### src/rtl/uart_rx.sv
// 8N1 UART receiver oversampled by a 16x sample strobe (sysclk_sam used as data).
// Define UART_RX_PARITY_EN to receive 8E1 frames with an even-parity check.
module uart_rx (
  input  logic       sysclk,
  input  logic       reset,
  input  logic       sysclk_sam,
  input  logic       rx,
  output logic [7:0] rx_data,
  output logic       rx_valid,
  output logic       rx_busy,
  output logic       frame_err,
  output logic       parity_err
);

  localparam int unsigned DATA_W = 8;
  localparam int unsigned CNT_W  = 4;
  localparam int unsigned IDX_W  = 3;

  typedef enum logic [2:0] {
    IDLE,
    START,
    DATA,
`ifdef UART_RX_PARITY_EN
    PARITY,
`endif
    STOP,
    BREAK
  } state_t;

  state_t             state, state_nx;
  logic               rx_meta, rx_s;
  logic               sam_meta, sam_s, sam_d;
  logic               tick;
  logic [CNT_W-1:0]   cnt, cnt_nx;
  logic [IDX_W-1:0]   bidx, bidx_nx;
  logic [DATA_W-1:0]  shift_reg, shift_reg_nx;
  logic [DATA_W-1:0]  data_nx;
  logic               valid_nx, ferr_nx, busy_nx;
`ifdef UART_RX_PARITY_EN
  logic               par_bad, par_bad_nx;
  logic               perr_nx;
`endif

  // Two-flop synchronizers; rx idles high, the sample strobe idles low.
  always_ff @(posedge sysclk or posedge reset) begin
    if (reset) begin
      rx_meta  <= 1'b1;
      rx_s     <= 1'b1;
      sam_meta <= 1'b0;
      sam_s    <= 1'b0;
      sam_d    <= 1'b0;
    end else begin
      rx_meta  <= rx;
      rx_s     <= rx_meta;
      sam_meta <= sysclk_sam;
      sam_s    <= sam_meta;
      sam_d    <= sam_s;
    end
  end

  assign tick = sam_s & ~sam_d;

  always_ff @(posedge sysclk or posedge reset) begin
    if (reset) state <= IDLE;
    else       state <= state_nx;
  end

  // Next-state and datapath updates; nothing moves except on a tick.
  always_comb begin
    state_nx     = state;
    cnt_nx       = cnt;
    bidx_nx      = bidx;
    shift_reg_nx = shift_reg;
    data_nx      = rx_data;
    valid_nx     = 1'b0;
    ferr_nx      = 1'b0;
`ifdef UART_RX_PARITY_EN
    perr_nx      = 1'b0;
    par_bad_nx   = par_bad;
`endif
    if (tick) begin
      case (state)
        IDLE: begin
          if (!rx_s) begin
            state_nx = START;
            cnt_nx   = '0;
`ifdef UART_RX_PARITY_EN
            par_bad_nx = 1'b0;
`endif
          end
        end
        START: begin
          cnt_nx = cnt + CNT_W'(1);
          if (cnt == CNT_W'(7)) begin
            if (!rx_s) begin
              state_nx = DATA;
              cnt_nx   = '0;
              bidx_nx  = '0;
            end else begin
              state_nx = IDLE;
            end
          end
        end
        DATA: begin
          cnt_nx = cnt + CNT_W'(1);
          if (cnt == CNT_W'(15)) begin
            shift_reg_nx = {rx_s, shift_reg[DATA_W-1:1]};
            bidx_nx      = bidx + IDX_W'(1);
            if (bidx == IDX_W'(7)) begin
`ifdef UART_RX_PARITY_EN
              state_nx = PARITY;
`else
              state_nx = STOP;
`endif
            end
          end
        end
`ifdef UART_RX_PARITY_EN
        PARITY: begin
          cnt_nx = cnt + CNT_W'(1);
          if (cnt == CNT_W'(15)) begin
            if (rx_s != ^shift_reg) begin
              perr_nx    = 1'b1;
              par_bad_nx = 1'b1;
            end
            state_nx = STOP;
          end
        end
`endif
        STOP: begin
          cnt_nx = cnt + CNT_W'(1);
          if (cnt == CNT_W'(15)) begin
            if (rx_s) begin
`ifdef UART_RX_PARITY_EN
              if (!par_bad) begin
                data_nx  = shift_reg;
                valid_nx = 1'b1;
              end
`else
              data_nx  = shift_reg;
              valid_nx = 1'b1;
`endif
              state_nx = IDLE;
            end else begin
              ferr_nx  = 1'b1;
              state_nx = BREAK;
            end
          end
        end
        BREAK: begin
          if (rx_s) state_nx = IDLE;
        end
        default: state_nx = IDLE;
      endcase
    end
    busy_nx = (state_nx != IDLE);
  end

  always_ff @(posedge sysclk or posedge reset) begin
    if (reset) begin
      cnt       <= '0;
      bidx      <= '0;
      shift_reg <= '0;
      rx_data   <= '0;
      rx_valid  <= 1'b0;
      rx_busy   <= 1'b0;
      frame_err <= 1'b0;
    end else begin
      cnt       <= cnt_nx;
      bidx      <= bidx_nx;
      shift_reg <= shift_reg_nx;
      rx_data   <= data_nx;
      rx_valid  <= valid_nx;
      rx_busy   <= busy_nx;
      frame_err <= ferr_nx;
    end
  end

`ifdef UART_RX_PARITY_EN
  always_ff @(posedge sysclk or posedge reset) begin
    if (reset) begin
      par_bad    <= 1'b0;
      parity_err <= 1'b0;
    end else begin
      par_bad    <= par_bad_nx;
      parity_err <= perr_nx;
    end
  end
`else
  assign parity_err = 1'b0;
`endif

endmodule
### config.mk
export PLATFORM = sky130hd
export DESIGN_NAME = uart_rx
export DESIGN_NICKNAME = d
export VERILOG_FILES = /design/src/rtl/uart_rx.sv
export SDC_FILE = /design/constraint.sdc
export NUM_CORES = 1
export LEC_CHECK = 0
export ABC_AREA = 1
export CORE_MARGIN = 5
export CORE_UTILIZATION = 50
export CTS_BUF_LIST = sky130_fd_sc_hd__clkbuf_16
export DETAILED_ROUTE_END_ITERATION = 8
export DONT_BUFFER_PORTS = 1
export GPL_ROUTABILITY_DRIVEN = 0
export SETUP_SLACK_MARGIN = 0.2
export SLEW_MARGIN = 10
export SYNTH_ARGS = -nofsm -noshare
export SYNTH_HDL_FRONTEND = slang
export SYNTH_SLANG_ARGS = --single-unit
### constraint.sdc
create_clock -name sysclk -period 1.65 [get_ports sysclk]
set_input_delay 0.33 -clock sysclk [delete_from_list [all_inputs] [get_ports sysclk]]
set_output_delay 0.33 -clock sysclk [all_outputs]
set_load 0.02 [all_outputs]
==> results.yml, run 1 <==
finish:
  num-fill-cells: 275
  final_common_cell: "dfrtp_1"
  nets: 171
  syn2layout_area_growth_pct: 15.30
  fin_cells: 197
  layout_common_cells: "dfrtp_1 (32), nand2_1 (30), inv_1 (23)"
  drive_gt1_frac: 0.2927
  finish.instance_area_um2: 1782
  antenna_cells: 0
power_and_ir_drop:
  power-per-cell-area_nw_per_um2: 1115
  internal_power_uw: 1511
  sw_frac_of_total: 0.2395
  vdd_ir_drop_max_mv: 0.7615
  p_seq_frac: 0.481
  comb_power_share: 0.101
  p_leak_uw: 0.0008575
  pwr-share-clk: 0.418
  switchingPower_uw: 475.7
floorplan:
  io_pins: 16
  die_w_um: 65.59
  initial_core_util: 0.5146
  core_um2: 3003
  rows: 20
  die_height_um: 65.59
  dieArea_um2: 4302
yosys:
  yosysWarnings: 0
  synthArstFlopShare: 1.000
  avgSynthCellArea_um2: 9.969
  ys_ff_latch: 34
  synth.net_count: 162
  synth_ff_type: "dfrtp_1"
  synth_edf_count: 0
  yosysSeqAreaShare: 0.5522
  netlist_instances: 155
  ys_types: 27
  syn_area_um2: 1545
clock_tree:
  cts_tree: "built"
  clk_pin_slew_worst_paths_ns: 0.05
  clock-sinks: 34
  clock_latency_ns: 0.27
  cts-root-buf: "clkbuf_16"
  cts_max_level: 2
  cts_max_path_buffers: 2
  numCtsBuffers: 5
sta:
  period_minus_slack_ns: 1.409
  post-route-period-util: 0.8542
  clock.fmax_mhz: 709.5
  skew_ns: 0.003193
  grt_setup_unrepaired: "true"
  hold_viol: 0
  fin_ws_ns: 0.2406
  setup_tns_ns: 0
  setup_viol: 0
  slew_violations: 0
setup_path:
  crit_arrival_ns: 1.56
  required_ns: 1.80
  crit_path_cell_trace: "ha_4, nand2_1, nor2_4, nand4_1, o21ai_2, a21oi_1"
  crit_type: "register to register"
  critPathLaunchType: "register"
  cp_slowest_cell: "dfrtp_1"
  slowest_delay_ns: 0.42
  endpoint_kind: "register"
  cp_max_fo: 3
placed_design:
  post_dp_cell_area_um2: 1564
  dp_hpwl_um: 1667
  dp_slack_ns: 0.1551
  io_buffers: 0
  dp.cells: 186
drt:
  route.detailed.drc: 0
  wire_per_inst_um: 13.42
  num_vias: 1037
  drt_iter0_drc: 41
  avgViaCountPerCell: 5.264
  dr.pass1.iters: 4
  drtAntennaViolNets: 0
  wirelength_um: 2644
grt:
  grt_pass1_vias: 1098
  grt_max_degree: 35
  grt_pass1_wl_um: 4809
  grt_util_all_layers: 0.1487
  overflow: 0
  antenna_found_initial: 0
run:
  drv_cap: 0
outcome:
  status: "finished clean"
min_path:
  hold_class: "primary input to asynchronous set/reset pin"
## stage by stage
| step | total power [µW] | hold slack [ns] | util |
|---|---|---|---|
| 2_1_floorplan | 1074 | 0.3312 | - |
| 3_3_place_gp | 1102 | 0.3346 | 0.5208 |
| 3_5_place_dp | 1107 | 0.3346 | 0.5208 |
| 4_1_cts | 1975 | 0.05220 | 0.5813 |
| 5_1_grt | 2104 | 0.04327 | 0.5933 |
| 6_report | 1987 | 0.04013 | 0.5933 |
## final timing paths
check	start	to	slack, ns	cells after the start
max	cnt[1]	bidx[0]	0.24	6
min	reset	rx_busy	0.04	2
max reg2reg	cnt[1]	bidx[0]	0.24	6
min reg2reg	rx_meta	rx_s	0.35	0
max in group asynchronous	reset	rx_s	1.28	2
min in group sysclk	rx	rx_meta	0.06	0
## final cells by class
type	count	area (µm²)	share of cell area
clock buffer	5	125.1	0.07022
multi-input combinational	95	634.4	0.3560
sequential	34	853.3	0.4789
clock inverter	2	7.507	0.004213
tap	33	41.29	0.02317
timing repair buffer	4	30.03	0.01685
inverter	24	90.09	0.05056
## cells by family (layout without fill, tap and decap cells)
group           Yosys count  count (layout)  share of synthesized area
compound gates           31              31                     0.1425
xor+xnor                  1               1                   0.005669
fa+ha+maj                 3               3                    0.02429
buf+inv                  27              35                    0.07774
flops                    34              34                     0.5522
other cells               1               1                   0.002427
simple gates             58              59                     0.1951
## layer usage
metal | up-vias | GRT usage | part of all wire
li1 | 509 | - | -
met1 | 503 | 0.1780 | 0.46
met2 | 19 | 0.2389 | 0.48
met3 | 6 | 0.05470 | 0.040
met4 | 0 | 0.06477 | 0.016
met5 | - | 0 | 0
## power groups by stage
stage	Clock, µW	Combinational [µW]	Sequential, µW
CTS	854	168	952
global route	903	241	960
finish	831	200	955
floorplan	0	130	944
detailed placement	0	154	954
global placement	0	149	953
## synth_stat cells, types with 3 or more instances
master / count / area (µm²)
o21ai_2: 16 / 140.1
nand2_1: 33 / 123.9
nor2_1: 8 / 30.03
a21oi_1: 6 / 30.03
o21ai_1: 6 / 30.03
ha_1: 3 / 37.54
nand3_1: 5 / 25.02
inv_1: 21 / 78.83
nand2_2: 4 / 25.02
dfrtp_1: 32 / 800.8
## worst max-delay path: cells and delay by family (launching register included)
kind / cells / cell delay (ns)
flip-flops: 1 / 0.42
AND/OR/NAND/NOR: 3 / 0.39
adder cells (fa/ha/maj): 1 / 0.19
AO/OA/AOI/OAI: 2 / 0.29
## timing repair
| item | in CTS | in global routing |
|---|---|---|
| hold buffers | 0 | 0 |
| setup endpoints to repair | 14 | 18 |
| hold endpoints to repair | 0 | 0 |
| gates cloned | 1 | 0 |
| resized for setup | 5 | 6 |
| buffers inserted | 1 | 2 |
| pin swaps | 3 | 3 |
Power figures use the tool's default switching activity.
==> run 2: changes to the inputs <==
--- a/config.mk
+++ b/config.mk
@@ -12,6 +12,7 @@
 export DETAILED_ROUTE_END_ITERATION = 8
 export DONT_BUFFER_PORTS = 1
 export GPL_ROUTABILITY_DRIVEN = 0
+export RECOVER_POWER = 50
 export SETUP_SLACK_MARGIN = 0.2
 export SLEW_MARGIN = 10
 export SYNTH_ARGS = -nofsm -noshare
==> results.yml, run 2 (synthesis results as in run 1) <==
grt:
  grt_pass1_vias: 1098
  overflow: 0
  grt_max_degree: 35
  grt_pass1_wl_um: 4809
  grt_util_all_layers: 0.1487
  antenna_found_initial: 0
power_and_ir_drop:
  power-per-cell-area_nw_per_um2: 1116
  vdd_ir_drop_max_mv: 0.7615
  p_leak_uw: 0.0008569
sta:
  slew_violations: 0
  worst_hold_slack_ns: 0.05677
  setup_viol: 0
  clock.fmax_mhz: 709.5
  hold_viol: 0
  skew_ns: 0.003193
  setup_tns_ns: 0
  grt_setup_unrepaired: "true"
  post-route-period-util: 0.8542
  tightestPinTransition_ns: 0.8247
  period_minus_slack_ns: 1.409
  max-slew-margin-rel: 0.4502
setup_path:
  slowest_delay_ns: 0.42
  cp_slowest_cell: "dfrtp_1"
  cp_top_family: "flip-flops"
  crit_arrival_ns: 1.56
  critical_path_buf_inv_count: 0
  crit_path_cell_trace: "ha_4, nand2_1, nor2_4, nand4_1, o21ai_2, a21oi_1"
  endpoint_kind: "register"
  crit_type: "register to register"
  required_ns: 1.80
  cp_max_fo: 3
  critPathLaunchType: "register"
clock_tree:
  clk_pin_slew_worst_paths_ns: 0.05
  cts_tree: "built"
  cts-root-buf: "clkbuf_16"
  numCtsBuffers: 5
  cts_max_level: 2
  clock_latency_ns: 0.27
  cts_max_path_buffers: 2
  clock-sinks: 34
placed_design:
  post_dp_cell_area_um2: 1564
  dp_hpwl_um: 1667
  io_buffers: 0
finish:
  syn2layout_area_growth_pct: 15.14
  drive_gt1_frac: 0.2927
  layout_common_cells: "dfrtp_1 (32), nand2_1 (30), inv_1 (23)"
  nets: 171
  antenna_cells: 0
  num-fill-cells: 275
  finish.instance_area_um2: 1779
  final_util: 0.5925
  final_common_cell: "dfrtp_1"
drt:
  wire_per_inst_um: 13.43
  dr.pass1.iters: 4
  drtAntennaViolNets: 0
  route.detailed.drc: 0
  drt_iter0_drc: 41
  avgViaCountPerCell: 5.264
  wirelength_um: 2645
  num_vias: 1037
outcome:
  status: "finished clean"
floorplan:
  core_um2: 3003
  rows: 20
  dieArea_um2: 4302
  die_height_um: 65.59
  initial_core_util: 0.5146
  die_w_um: 65.59
  io_pins: 16
min_path:
  hold_class: "primary input to register"
run:
  drv_cap: 0
==> run 2: metal layers <==
layer | GRT usage | vias up | wire length (µm)
met5 | 0 | - | 0
met4 | 0.06477 | 0 | 43
li1 | - | 509 | -
met3 | 0.05470 | 6 | 106
met1 | 0.1780 | 503 | 1227
met2 | 0.2389 | 19 | 1267
==> run 2: report_power, final <==
| group | leakage [µW] | total, µW | switching, µW | internal, µW |
|---|---|---|---|---|
| logic | 0.000329 | 199 | 113 | 86.5 |
| clock network | 0.0000723 | 831 | 294 | 537 |
| registers | 0.000455 | 956 | 69.0 | 887 |
==> run 2: final cells by class <==
type / instances / area (µm²) / share of cell area
sequential: 34 / 853.3 / 0.4796
multi-input combinational: 95 / 634.4 / 0.3565
clock inverter: 2 / 7.507 / 0.004219
clock buffer: 5 / 125.1 / 0.07032
inverter: 24 / 90.09 / 0.05063
timing repair buffer: 4 / 27.53 / 0.01547
tap: 33 / 41.29 / 0.02321
==> run 2: path summary, 6_finish.rpt <==
check                      cells past startpoint  startpoint      endpoint  slack, ns
setup / recovery                               6      cnt[1]       bidx[0]       0.24
hold / removal                                 0          rx       rx_meta       0.06
setup reg to reg                               6      cnt[1]       bidx[0]       0.24
hold reg to reg                                0     rx_meta          rx_s       0.35
max in group asynchronous                      2       reset  shift_reg[0]       0.95
min in group asynchronous                      2       reset       rx_busy       0.19
==> run 2: what timing repair did <==
action	in CTS	in global routing
gates cloned	1	0
setup buffers	1	2
hold buffers	0	0
endpoints found under the setup margin	14	18
pin swaps	3	3
gates resized for setup	5	6
==> run 2: metrics by stage <==
step	setup slack, ns	total power, µW	instances
after floorplan	0.3079	1074	155
after global placement	0.1841	1102	186
after detailed placement	0.1551	1107	186
after CTS	0.2281	1975	195
after global routing	0.1468	2103	197
final	0.2406	1986	197
